[config.mk]
export PLATFORM = sky130hd
export DESIGN_NAME = sense_controller
export DESIGN_NICKNAME = d
export VERILOG_FILES = /design/src/rtl/sense_controller.sv
export SDC_FILE = /design/constraint.sdc
export NUM_CORES = 1
export LEC_CHECK = 0
export BUFFER_PORTS_ARGS = -buffer_cell sky130_fd_sc_hd__buf_2
export CAP_MARGIN = 10
export CORE_MARGIN = 4
export CORE_UTILIZATION = 38
export DETAILED_ROUTE_END_ITERATION = 16
export GPL_TIMING_DRIVEN = 0
export SKIP_LAST_GASP = 1
export SYNTH_ARGS = -nofsm -noshare
export SYNTH_HDL_FRONTEND = slang
export SYNTH_SLANG_ARGS = --single-unit
[constraint.sdc]
create_clock -name clk_i -period 4.7 [get_ports clk_i]
set_clock_uncertainty 0.1 [all_clocks]
set_input_delay 0.47 -clock clk_i [delete_from_list [all_inputs] [get_ports clk_i]]
set_output_delay 0.47 -clock clk_i [all_outputs]
set_load 0.05 [all_outputs]
[src/rtl/sense_controller.sv]
// -----------------------------------------------------------------------------
// sense_controller
//
// Purpose:
//   Sequences humidity/temperature sensor reads on behalf of a decoded command
//   stream. It supports single-shot reads and continuous reads that repeat
//   after an idle gap. Each result goes to a transmitter as one 16-bit
//   response word over a valid/ready handshake. A break command stops
//   continuous sensing and is answered with a confirmation word.
//
// Optional feature:
//   SENSE_TIMEOUT_EN - when defined, a wait for the sensor that lasts
//   TIMEOUT_CYCLES cycles ends with an error response (0x1F00).
//
// Parameters:
//   PERIOD_CYCLES      idle gap in cycles between continuous measurements
//   TIMEOUT_CYCLES     max cycles spent waiting for sensor_done_i
//
// Ports:
//   clk_i              sole clock, rising edge
//   rst_n_i            synchronous active-low reset
//   cmd_valid_i        one-cycle pulse, decoded instruction present
//   continuous_en_i    instruction starts continuous sensing
//   break_continuous_i instruction stops continuous sensing
//   data_type_i[1:0]   01 temp, 10 humid, 11 status, 00 none
//   sensor_start_o     one-cycle pulse requesting a sensor read
//   sensor_done_i      one-cycle pulse, sensor_data_i valid
//   sensor_data_i[39:0] humid int/dec, temp int/dec, checksum
//   tx_valid_o         response word valid
//   tx_ready_i         transmitter accepts word
//   tx_data_o[15:0]    [15:8] response code, [7:0] value
//   busy_o             high in any state except IDLE and HOLD
//   cont_active_o      continuous mode armed
// -----------------------------------------------------------------------------
module sense_controller #(
    parameter int PERIOD_CYCLES  = 50000000,
    parameter int TIMEOUT_CYCLES = 2000000
) (
    input  logic        clk_i,
    input  logic        rst_n_i,
    input  logic        cmd_valid_i,
    input  logic        continuous_en_i,
    input  logic        break_continuous_i,
    input  logic [1:0]  data_type_i,
    output logic        sensor_start_o,
    input  logic        sensor_done_i,
    input  logic [39:0] sensor_data_i,
    output logic        tx_valid_o,
    input  logic        tx_ready_i,
    output logic [15:0] tx_data_o,
    output logic        busy_o,
    output logic        cont_active_o
);

    typedef enum logic [2:0] {
        IDLE,
        START,
        WAIT_SENSOR,
        SEND,
        HOLD
    } state_t;

    localparam int PW = (PERIOD_CYCLES > 1) ? $clog2(PERIOD_CYCLES + 1) : 1;

    state_t         state_q, state_d;
    logic [1:0]     type_q, type_d;
    logic           cont_q, cont_d;
    logic           cont_active_q, cont_active_d;
    logic           break_pending_q, break_pending_d;
    // The word in flight is the last one of this command; return to IDLE after it.
    logic           final_q, final_d;
    logic           tx_valid_q, tx_valid_d;
    logic [15:0]    tx_data_q, tx_data_d;
    logic [PW-1:0]  period_cnt_q, period_cnt_d;

    logic           is_break;
    logic [7:0]     sum;
    logic           checksum_ok;
    logic [15:0]    resp_word;
    logic           resp_error;
    logic           timeout_hit;

    assign is_break = cmd_valid_i & break_continuous_i;

    // The checksum is the 8-bit wrap-around sum of the four payload bytes.
    assign sum = sensor_data_i[39:32] + sensor_data_i[31:24]
               + sensor_data_i[23:16] + sensor_data_i[15:8];
    assign checksum_ok = (sum == sensor_data_i[7:0]);

`ifdef SENSE_TIMEOUT_EN
    localparam int TW = (TIMEOUT_CYCLES > 1) ? $clog2(TIMEOUT_CYCLES + 1) : 1;

    logic [TW-1:0]  timeout_cnt_q, timeout_cnt_d;

    // Counts the cycles spent in WAIT_SENSOR; cleared everywhere else.
    assign timeout_cnt_d = (state_q == WAIT_SENSOR) ? timeout_cnt_q + 1'b1 : '0;
    assign timeout_hit   = (timeout_cnt_q == TW'(TIMEOUT_CYCLES - 1));

    always_ff @(posedge clk_i) begin
        if (!rst_n_i) begin
            timeout_cnt_q <= '0;
        end else begin
            timeout_cnt_q <= timeout_cnt_d;
        end
    end
`else
    // Without the timeout feature the parameter has no effect and the wait
    // for the sensor ends only on sensor_done_i or reset.
    assign timeout_hit = (TIMEOUT_CYCLES < 0);
`endif

    function automatic logic [15:0] confirmWord(input logic [1:0] t);
        case (t)
            2'b01:   confirmWord = 16'h0A00;
            2'b10:   confirmWord = 16'h0B00;
            default: confirmWord = 16'h0F00;
        endcase
    endfunction

    // Builds the response word for the sample presented on sensor_data_i.
    always_comb begin
        resp_word  = 16'h1F00;
        resp_error = 1'b1;
        if (checksum_ok) begin
            case (type_q)
                2'b01: begin
                    resp_word  = {(cont_q ? 8'h0D : 8'h09), sensor_data_i[23:16]};
                    resp_error = 1'b0;
                end
                2'b10: begin
                    resp_word  = {(cont_q ? 8'h0E : 8'h08), sensor_data_i[39:32]};
                    resp_error = 1'b0;
                end
                2'b11: begin
                    resp_word  = 16'h0700;
                    resp_error = 1'b0;
                end
                default: ;
            endcase
        end
    end

    // Next-state logic. A pending break makes SEND drop tx_valid for one cycle
    // after the data word and then load the confirmation word.
    always_comb begin
        state_d         = state_q;
        type_d          = type_q;
        cont_d          = cont_q;
        cont_active_d   = cont_active_q;
        break_pending_d = break_pending_q;
        final_d         = final_q;
        tx_valid_d      = tx_valid_q;
        tx_data_d       = tx_data_q;
        period_cnt_d    = '0;
        case (state_q)
            IDLE: begin
                if (cmd_valid_i) begin
                    if (break_continuous_i) begin
                        tx_data_d  = 16'h0F00;
                        tx_valid_d = 1'b1;
                        final_d    = 1'b1;
                        state_d    = SEND;
                    end else if (data_type_i != 2'b00) begin
                        type_d          = data_type_i;
                        cont_d          = continuous_en_i;
                        break_pending_d = 1'b0;
                        state_d         = START;
                    end
                end
            end
            START: begin
                if (is_break && cont_q) begin
                    break_pending_d = 1'b1;
                end
                state_d = WAIT_SENSOR;
            end
            WAIT_SENSOR: begin
                if (is_break && cont_q) begin
                    break_pending_d = 1'b1;
                end
                if (sensor_done_i) begin
                    tx_data_d  = resp_word;
                    tx_valid_d = 1'b1;
                    final_d    = resp_error | ~cont_q;
                    state_d    = SEND;
                end else if (timeout_hit) begin
                    tx_data_d  = 16'h1F00;
                    tx_valid_d = 1'b1;
                    final_d    = 1'b1;
                    state_d    = SEND;
                end
            end
            SEND: begin
                if (tx_valid_q) begin
                    if (is_break && cont_q && !final_q) begin
                        break_pending_d = 1'b1;
                    end
                    if (tx_ready_i) begin
                        tx_valid_d = 1'b0;
                        if (final_q) begin
                            cont_d          = 1'b0;
                            cont_active_d   = 1'b0;
                            break_pending_d = 1'b0;
                            state_d         = IDLE;
                        end else if (!(break_pending_q || (is_break && cont_q))) begin
                            cont_active_d = 1'b1;
                            state_d       = HOLD;
                        end
                    end
                end else begin
                    tx_data_d       = confirmWord(type_q);
                    tx_valid_d      = 1'b1;
                    final_d         = 1'b1;
                    break_pending_d = 1'b0;
                    cont_active_d   = 1'b0;
                end
            end
            HOLD: begin
                period_cnt_d = period_cnt_q + 1'b1;
                if (is_break) begin
                    tx_data_d     = confirmWord(type_q);
                    tx_valid_d    = 1'b1;
                    final_d       = 1'b1;
                    cont_active_d = 1'b0;
                    state_d       = SEND;
                end else if (period_cnt_q == PW'(PERIOD_CYCLES - 1)) begin
                    period_cnt_d = '0;
                    state_d      = START;
                end
            end
            default: state_d = IDLE;
        endcase
    end

    // State register; reset abandons any measurement or handshake in progress.
    always_ff @(posedge clk_i) begin
        if (!rst_n_i) begin
            state_q         <= IDLE;
            type_q          <= 2'b00;
            cont_q          <= 1'b0;
            cont_active_q   <= 1'b0;
            break_pending_q <= 1'b0;
            final_q         <= 1'b0;
            tx_valid_q      <= 1'b0;
            tx_data_q       <= 16'h0000;
            period_cnt_q    <= '0;
        end else begin
            state_q         <= state_d;
            type_q          <= type_d;
            cont_q          <= cont_d;
            cont_active_q   <= cont_active_d;
            break_pending_q <= break_pending_d;
            final_q         <= final_d;
            tx_valid_q      <= tx_valid_d;
            tx_data_q       <= tx_data_d;
            period_cnt_q    <= period_cnt_d;
        end
    end

    assign sensor_start_o = (state_q == START);
    assign busy_o         = (state_q != IDLE) && (state_q != HOLD);
    assign tx_valid_o     = tx_valid_q;
    assign tx_data_o      = tx_data_q;
    assign cont_active_o  = cont_active_q;

endmodule
==> metrics.md, run 1 <==
| Metric | Value |
|---|---|
| Result of the run | `completed` |
| Deepest clock path buffer count | `2` |
| CTS buffer count | `5` |
| H-Tree Level Count | `2` |
| Fmax | `276 MHz` |
| Total grt overflow | `0` |
| Setup violations, final | `0` |
| Share of total power in sequential cells | `0.365` |
| Post-CTS setup buffer count | `0` |
| Hold Startpoint | `data_type_i[1]` |
| Commonest cells after routing, fill and taps aside | `sky130_fd_sc_hd__buf_2, sky130_fd_sc_hd__nor2_1, sky130_fd_sc_hd__dfxtp_1, sky130_fd_sc_hd__xor2_1, sky130_fd_sc_hd__nand2_1` |
| Post-synthesis instance total | `358` |
| Mean post-synth cell area | `slightly below 9 sq um` |
| Mean routed wirelength per cell | `13.1 microns` |
| Global router's overall resource usage | `0.148` |
| Clk Latency, worst-skew pair | `between 0.3 and 0.4 ns` |
| Sink count of the clock tree | `just under 50` |
| Pin count of the biggest net entering global routing | `14` |
| Worst hold path type | `input pin to flip-flop` |
| Worst vdd rail ir drop | `0.105 mV` |
| Setup ws final | `1.07 ns` |
| Synth Area in Simple Gates | `0.203` |
| Horizontal die dimension | `98.7 microns` |
| Pins over their slew limit | `0` |
| Warning count from the yosys run | `0` |
| Maximum net fanout on the critical path | `5` |
| Distinct cell type count of the synthesized netlist | `between 40 and 50` |
| Clock tree from TritonCTS | `yes` |
| Number of cells on the critical path | `12` |
| Netlist Area Pre-Place | `3130 sq um` |
| Syn-to-layout area delta | `17.1%` |
| Global-route wire length before repair | `~12,000 microns` |
| Leading area contributor after synthesis | `sky130_fd_sc_hd__dfxtp_1` |
| Layout Nets | `507` |
| Number of gates resized after CTS | `0` |
| Clk network pwr share | `0.192` |
| Remaining antenna violation count | `0` |
| Req. time, crit path | `4.78 ns` |
| Fraction of synthesized area in multiplexers | `0.00961` |
| Synth Area in XOR/XNOR | `0.118` |
| Power Internal | `0.000761 W` |
| Time the final worst path needs with I/O delays and setup | `~3.6 ns` |
| Data arrival time of the critical path | `around 3.7 ns` |
| Antenna violations before repair | `0` |
| Sequential area share after synthesis | `0.314` |
| Power per standard cell area | `354 nW/um^2` |
| Async SR Flop Fraction | `0` |
| Number of top-level design ports | `69` |
| Post-Place Setup Slack | `0.708 ns` |
| Mean number of vias per cell | `5.07` |
| Combinational family with the most area after synthesis | `simple AND/OR/NAND/NOR gates` |
| Cell with the most instances on the worst path | `sky130_fd_sc_hd__fa_1` |
| Diode count | `0` |
| Count of buffering cells on the critical path with inverters included | `3` |
| Number of flops mapped to enable cells by yosys | `0` |
| Slew Limit Headroom | `0.608` |
| Reg-to-reg critical path startpoint | `type_q[0]` |
| Crit path max-delay cell type | `sky130_fd_sc_hd__fa_1` |
| CP cell instances | `buf_2 > fa_1 > inv_1 > fa_1 > inv_1 > ha_1 > fa_1 > xor2_1 > a2111oi_2 > o2111ai_1 > nor3_1 > a311oi_1` |
| Tightest Pin Transition | `0.584 ns` |
| Synthesized flop and latch total | `~50` |
| Die height | `98.7 microns` |
| Longest individual stage delay on the worst path | `between 0.5 and 0.6 ns` |
| Core occupancy in the finished layout | `0.467` |
| RSZ-0062 raised after global routing | `false` |
| Compound-cell area share of the yosys netlist | `0.169` |
| Via Count | `approximately 2,700` |
| Overall power after layout | `0.00130 W` |
| Fraction of the mapped netlist area in adder cells | `0.142` |
| Crit. End Element | `flip-flop` |
| Layout cells sized above 1 | `0.171` |
| First DRT Iteration DRCs | `86` |
| Number of buffers inserted by port buffering | `64` |
| Most used flip-flop cell after synthesis | `sky130_fd_sc_hd__dfxtp_1` |
| Startpoint class of the critical path | `input pin` |
| Combinational fraction of design power | `0.442` |
| Most frequent standard cell in the layout excluding fill and tap cells | `sky130_fd_sc_hd__buf_2` |
| Leakage | `1.47 nW` |
| Cell types with the largest area share after synthesis | `sky130_fd_sc_hd__dfxtp_1, sky130_fd_sc_hd__fa_1, sky130_fd_sc_hd__xor2_1, sky130_fd_sc_hd__nor2_1, sky130_fd_sc_hd__ha_1` |
| Clock-pin slew on the worst setup and hold paths | `about 0.1 ns` |
| Total negative slack | `0 ns` |
| Wire length reported by the detailed router | `6990 microns` |
| Die area | `between 9000 and 10,000 sq um` |
| Initial DRT Pass Iterations | `4` |
| NetSw | `0.000535 W` |
| Crit. Startpoint | `sensor_data_i[9]` |
| Number of maximum-capacitance constraint violations | `0` |
| Row Count | `32` |
| DRC | `0` |
| CP top delay family | `adder cells` |
| Initial core utilization | `0.398` |
| Reg-to-Reg End | `tx_data_o[10]` |
| Number of hold buffers added after CTS | `0` |
| Global placer's final weighted congestion | `roughly 0.81` |
| Crit Path Class | `input pin to flip-flop` |
| Area share of the leading cell type in the synthesized netlist | `0.314` |
| Switching part of the total power | `0.413` |
| Length in cells of the worst reg-to-reg path | `8` |
| Standard cell core area | `slightly below 8000 sq um` |
| Cell depth of the worst min-delay path | `3` |
| Number of hold violations in the final report | `0` |
| Endpoint with the worst hold slack | `type_q[1]` |
| Number of global-route vias before repair | `2,644` |
| Fin crit share | `0.772` |
| Root Buffer | `sky130_fd_sc_hd__clkbuf_8` |
| Reg2reg setup slack | `~2.5 ns` |
| Detailed Place HPWL | `5550 microns` |
==> worst reg2reg max path, delay by kind of cell, from the launching register on <==
kind,cells,cell delay [ns]
flip-flops,1,0.42
buffers and inverters,2,0.34
AO/OA/AOI/OAI,2,0.56
AND/OR/NAND/NOR,3,0.46
adder cells (fa/ha/maj),1,0.20
==> state kept, by name (all words and copies together), names as in the netlist <==
name,flops
period_cnt_q,26
tx_data_o,13
state_q,3
type_q,2
break_pending_q,1
cont_active_o,1
cont_q,1
final_q,1
tx_valid_o,1
==> how the worst max path moves through the flow <==
stage / slack, ns / to
after CTS: 1.05 / tx_data_o[8]
after detailed placement: 0.71 / tx_data_o[8]
final: 1.07 / tx_data_o[8]
after global routing: 0.80 / tx_data_o[8]
after global placement: 0.70 / tx_data_o[8]
after floorplan: 1.14 / tx_data_o[8]
==> area by class of cell <==
| class | instances | area [sq um] |
|---|---|---|
| Tap cell | 102 | 128 |
| Fill cell | 829 | 4190 |
| Clock buffer | 8 | 80.1 |
| Sequential cell | 49 | 981 |
| Buffer | 16 | 71.3 |
| Timing Repair Buffer | 64 | 320 |
| Inverter | 18 | 67.6 |
| Multi-Input combinational cell | 277 | 2010 |
==> logic make-up after synthesis <==
kind of cell    after synthesis
simple gates                126
compound gates               76
flops                        49
xor+xnor                     42
buf+inv                      34
fa+ha+maj                    27
mux                           3
other cells                   1
==> power groups by stage <==
stage	Combinational, W	Sequential, W	Clock (W)
CTS	0.000576	0.000472	0.000257
global route	0.000634	0.000478	0.000271
finish	0.000573	0.000473	0.000249
detailed placement	0.000573	0.000482	0
floorplan	0.000389	0.000534	0
global placement	0.000566	0.000481	0
==> through the flow <==
| step | instances | hold slack, ns | cell area, sq um |
|---|---|---|---|
| 2_1_floorplan | 360 | 0.342 | 3130 |
| 3_3_place_gp | 526 | 0.352 | 3580 |
| 3_5_place_dp | 526 | 0.360 | 3580 |
| 4_1_cts | 534 | 0.371 | 3660 |
| 5_1_grt | 534 | 0.401 | 3660 |
| 6_report | 534 | 0.369 | 3660 |
==> cell usage after synthesis, drive strengths merged, types with 7 or more instances <==
cell and instances:
nand4 8, dfxtp 49, inv 18, a22o 17, nand2 19, a21oi 11, xor2 25, clkbuf 13
xnor2 17, fa 14, a31oi 7, ha 13, and2 7, o21ai 18, nor2 49, nand3 14
==> metal layers <==
metal,part of all wire,up-vias,track usage,wire (microns)
met4,0.014,0,0.0452,96
li1,-,1386,-,-
met2,0.50,45,0.257,3480
met1,0.44,1266,0.185,3100
met5,0,-,0,0
met3,0.044,8,0.0304,308
(Power assumes the default switching activity.)
==> run 2, diff against run 1 <==
--- a/config.mk
+++ b/config.mk
@@ -5,6 +5,7 @@
 export SDC_FILE = /design/constraint.sdc
 export NUM_CORES = 1
 export LEC_CHECK = 0
+export ABC_AREA = 1
 export BUFFER_PORTS_ARGS = -buffer_cell sky130_fd_sc_hd__buf_2
 export CAP_MARGIN = 10
 export CORE_MARGIN = 4
==> constraint.sdc (replaced) <==
create_clock -name clk_i -period 3.4 [get_ports clk_i]
set_clock_uncertainty 0.1 [all_clocks]
set_input_delay 0.34 -clock clk_i [delete_from_list [all_inputs] [get_ports clk_i]]
set_output_delay 0.34 -clock clk_i [all_outputs]
set_load 0.05 [all_outputs]
==> metrics.md, run 2 <==
| Metric | Value |
|---|---|
| Result of the run | `completed (unchanged)` |
| Worst vdd rail ir drop | `0.372 mV (was 0.105 mV)` |
| Power per standard cell area | `517 nW/um^2 (was 354 nW/um^2)` |
| Flip-flop count of the largest register, all copies and words added | `26 (unchanged)` |
| Worst hold path type | `input pin to flip-flop (unchanged)` |
| Root Buffer | `sky130_fd_sc_hd__clkbuf_8 (unchanged)` |
| Tightest Pin Transition | `0.490 ns (was 0.584 ns)` |
| Placed cell count | `681 (was 526)` |
| Number of hold violations in the final report | `0 (unchanged)` |
| Global router's overall resource usage | `0.159 (was 0.148)` |
| Antenna violations before repair | `0 (unchanged)` |
| Startpoint class of the critical path | `input pin (unchanged)` |
| Number of global-route vias before repair | `3,217 (was 2,644)` |
| Most used flip-flop cell after synthesis | `sky130_fd_sc_hd__dfxtp_1 (unchanged)` |
| Sequential area share after synthesis | `0.281 (was 0.314)` |
| Overall power after layout | `0.00210 W (was 0.00130 W)` |
| Reg2reg setup slack | `1.35 ns (was 2.51 ns)` |
| Commonest cells after routing, fill and taps aside | `sky130_fd_sc_hd__nand2_1, sky130_fd_sc_hd__inv_1, sky130_fd_sc_hd__buf_2, sky130_fd_sc_hd__nor2_1, sky130_fd_sc_hd__dfxtp_1 (was sky130_fd_sc_hd__buf_2, sky130_fd_sc_hd__nor2_1, sky130_fd_sc_hd__dfxtp_1, sky130_fd_sc_hd__xor2_1, sky130_fd_sc_hd__nand2_1)` |
| CTS buffer count | `5 (unchanged)` |
| Layout Nets | `658 (was 507)` |
| Mean number of vias per cell | `4.89 (was 5.07)` |
| Deepest clock path buffer count | `2 (unchanged)` |
| Post-Place Setup Slack | `-0.373 ns (was 0.708 ns)` |
| Post-DP Area | `3960 sq um (was 3580 sq um)` |
| Data arrival time of the critical path | `3.35 ns (was 3.71 ns)` |
| GR Layer Usage met1 | `0.218 (was 0.185)` |
| Warning count from the yosys run | `0 (unchanged)` |
| Req. time, crit path | `3.50 ns (was 4.78 ns)` |
| Synthesized flop and latch total | `49 (unchanged)` |
| Busiest layer in global routing | `met2 (unchanged)` |
| Distinct cell type count of the synthesized netlist | `41 (was 46)` |
| Leading area contributor after synthesis | `sky130_fd_sc_hd__dfxtp_1 (unchanged)` |
| Cell types with the largest area share after synthesis | `sky130_fd_sc_hd__dfxtp_1, sky130_fd_sc_hd__nand2_1, sky130_fd_sc_hd__fa_1, sky130_fd_sc_hd__inv_1, sky130_fd_sc_hd__nor2_1 (was sky130_fd_sc_hd__dfxtp_1, sky130_fd_sc_hd__fa_1, sky130_fd_sc_hd__xor2_1, sky130_fd_sc_hd__nor2_1, sky130_fd_sc_hd__ha_1)` |
| Detailed Place HPWL | `6810 microns (was 5550 microns)` |
| Pins over their slew limit | `0 (unchanged)` |
| Reg-to-Reg End | `period_cnt_q[13] (was tx_data_o[10])` |
| Most frequent cell after synthesis | `sky130_fd_sc_hd__nand2_1` |
| Top post-synthesis cells by count | `sky130_fd_sc_hd__nand2_1, sky130_fd_sc_hd__inv_1, sky130_fd_sc_hd__nor2_1, sky130_fd_sc_hd__dfxtp_1, sky130_fd_sc_hd__a21oi_1 (was sky130_fd_sc_hd__dfxtp_1, sky130_fd_sc_hd__nor2_1, sky130_fd_sc_hd__xor2_1, sky130_fd_sc_hd__nand2_1, sky130_fd_sc_hd__inv_1)` |
| Maximum net fanout on the critical path | `5 (unchanged)` |
| Netlist Area Pre-Place | `3490 sq um (was 3130 sq um)` |
| Register bank with the most flops | `period_cnt_q (unchanged)` |
| Die height | `104 microns (was 98.7 microns)` |
| Leakage | `1.81 nW (was 1.47 nW)` |
| Hold Startpoint | `data_type_i[0] (was data_type_i[1])` |
| Crit. End Element | `flip-flop (unchanged)` |
| Core occupancy in the finished layout | `0.460 (was 0.467)` |
| Fin crit share | `0.957` |
| Global-route wire length before repair | `14,500 microns (was 12,100 microns)` |
| Initial core utilization | `0.395 (was 0.398)` |
| Horizontal die dimension | `104 microns (was 98.7 microns)` |
| Count of non-filler cells in the finished layout | `691 (was 534)` |
| Slew Limit Headroom | `0.669 (was 0.608)` |
| Syn-to-layout area delta | `16.5% (was 17.1%)` |
| Clock-pin slew on the worst setup and hold paths | `0.09 ns (was 0.10 ns)` |
| Mean routed wirelength per cell | `12.1 microns (was 13.1 microns)` |
| Die area | `10,800 sq um (was 9740 sq um)` |
| Setup violations, final | `0 (unchanged)` |
| Sink count of the clock tree | `49 (unchanged)` |
| Non-Filler Cell Area, Final | `4070 sq um (was 3660 sq um)` |
| Fmax | `around 310 MHz` |
| Pin count of the biggest net entering global routing | `16 (was 14)` |
| H-Tree Level Count | `2 (unchanged)` |
| Remaining antenna violation count | `0 (unchanged)` |
| DRC | `0 (unchanged)` |
| Number of top-level design ports | `69 (unchanged)` |
| Standard cell core area | `8850 sq um (was 7850 sq um)` |
| Global placer's final weighted congestion | `0.848 (was 0.814)` |
| Fill cell count | `941 (was 829)` |
| Via Count | `3,376 (was 2,705)` |
| Area share of the leading cell type in the synthesized netlist | `0.281 (was 0.314)` |
| Crit Path Class | `input pin to flip-flop (unchanged)` |
| Clock tree from TritonCTS | `yes (unchanged)` |
| Fraction of met3 tracks used by global routing | `0.0273 (was 0.0304)` |
| Setup ws final | `0.145 ns (was 1.07 ns)` |
| Initial DRT Pass Iterations | `4 (unchanged)` |
| Endpoint with the worst hold slack | `type_q[0] (was type_q[1])` |
| Number of buffers inserted by port buffering | `64 (unchanged)` |
| Number of maximum-capacitance constraint violations | `0 (unchanged)` |
| Diode count | `0 (unchanged)` |
| First DRT Iteration DRCs | `195 (was 86)` |
| Time the final worst path needs with I/O delays and setup | `about 3.3 ns` |
| Row Count | `34 (was 32)` |
| Wire length reported by the detailed router | `8340 microns (was 6990 microns)` |
| Post-synthesis instance total | `507 (was 358)` |
| Layout cells sized above 1 | `0.185 (was 0.171)` |
| Most frequent standard cell in the layout excluding fill and tap cells | `sky130_fd_sc_hd__nand2_1 (was sky130_fd_sc_hd__buf_2)` |
| Clk Latency, worst-skew pair | `0.31 ns (was 0.32 ns)` |
| Total grt overflow | `0 (unchanged)` |
| Met2 track demand over resource | `0.253 (was 0.257)` |
| Mean post-synth cell area | `6.89 sq um (was 8.73 sq um)` |
| Length in cells of the worst reg-to-reg path | `9 (was 8)` |
| Number of flops mapped to enable cells by yosys | `0 (unchanged)` |
| Cell depth of the worst min-delay path | `3 (unchanged)` |
| Reg-to-reg critical path startpoint | `period_cnt_q[0] (was type_q[0])` |
| Async SR Flop Fraction | `0 (unchanged)` |
## run 2: cell count changes after synthesis, sizes merged, moves of 5 or more
cell | before | now
nand4 | 8 | 18
a21oi | 11 | 36
and2 | 7 | 0
nand3 | 14 | 28
nand2 | 19 | 120
xor2 | 25 | 10
a31oi | 7 | 2
nor2 | 49 | 74
xnor2 | 17 | 9
nor2b | 6 | 0
clkbuf | 13 | 4
inv | 18 | 77
a22o | 17 | 3
## run 2: power by group
| group | total [W] | internal, W | switching (W) |
|---|---|---|---|
| Combinational | 0.00107 | 0.000333 | 0.000736 |
| Clock | 0.000350 | 0.000146 | 0.000205 |
| Sequential | 0.000685 | 0.000636 | 0.0000492 |
| Total | 0.00210 | 0.00111 | 0.000990 |
## run 2: routing by layer
metal | routed length [microns] | vias to the layer above
li1 | - | 1770
met1 | 4010 | 1520
met2 | 3810 | 69
met3 | 326 | 17
met4 | 184 | 0
met5 | 0 | -
## run 2: final cells by class
cell class | count | area [sq um] | share of cell area
Tap cell | 108 | 135 | 0.0332
Buffer | 9 | 50.0 | 0.0123
Sequential cell | 49 | 981 | 0.241
Clock inverter | 2 | 15.0 | 0.00369
Inverter | 77 | 289 | 0.0710
Clock buffer | 6 | 72.6 | 0.0178
Multi-Input combinational cell | 374 | 2190 | 0.539
Timing Repair Buffer | 66 | 335 | 0.0824
## run 2: repair_timing
action | 4_1_cts | 5_1_grt
pin swaps | 1 | 2
setup buffers | 0 | 2
setup endpoints to repair | 2 | 14
hold buffers | 0 | 0
gates resized for setup | 0 | 4
## run 2: cells by family after synthesis
group                      after synthesis  share of synthesized area
and+or+nand+nor                        258                      0.335
buffers and inverters                   86                     0.0970
AOI/OAI and AO/OA                       67                      0.111
DFF                                     49                      0.281
adders and majority gates               27                      0.127
xor gates and xnor gates                19                     0.0476
other                                    1                    0.00107
## run 2: worst max path at each step
stage                startpoint       endpoint  slack (ns)  cells after the start
2_1_floorplan  sensor_data_i[9]  tx_data_o[11]        0.05                     15
3_3_place_gp   sensor_data_i[9]   tx_data_o[9]       -0.34                     16
3_5_place_dp   sensor_data_i[9]  tx_data_o[11]       -0.37                     16
4_1_cts        sensor_data_i[9]  tx_data_o[11]       0.006                     16
5_1_grt        sensor_data_i[9]   tx_data_o[9]      -0.002                     17
6_report       sensor_data_i[9]   tx_data_o[9]        0.15                     16
## run 2: worst max-delay path, stage by stage
cell and delay (ns):
sky130_fd_sc_hd__buf_2 0.11, sky130_fd_sc_hd__fa_1 0.53, sky130_fd_sc_hd__inv_1 0.05, sky130_fd_sc_hd__fa_1 0.49
sky130_fd_sc_hd__inv_1 0.04, sky130_fd_sc_hd__ha_2 0.20, sky130_fd_sc_hd__fa_2 0.54, sky130_fd_sc_hd__xnor2_1 0.11
sky130_fd_sc_hd__nand3_1 0.11, sky130_fd_sc_hd__nor2_2 0.15, sky130_fd_sc_hd__nand2_2 0.08, sky130_fd_sc_hd__nor3_4 0.20
sky130_fd_sc_hd__buf_4 0.16, sky130_fd_sc_hd__nand2_1 0.06, sky130_fd_sc_hd__nor2_2 0.11, sky130_fd_sc_hd__a21oi_1 0.08
## run 2: per-stage QoR
stage | TNS, ns | hold WS (ns)
2_1_floorplan | 0 | 0.329
3_3_place_gp | -3.51 | 0.340
3_5_place_dp | -3.87 | 0.356
4_1_cts | 0 | 0.162
5_1_grt | -0.00177 | 0.174
6_report | 0 | 0.170
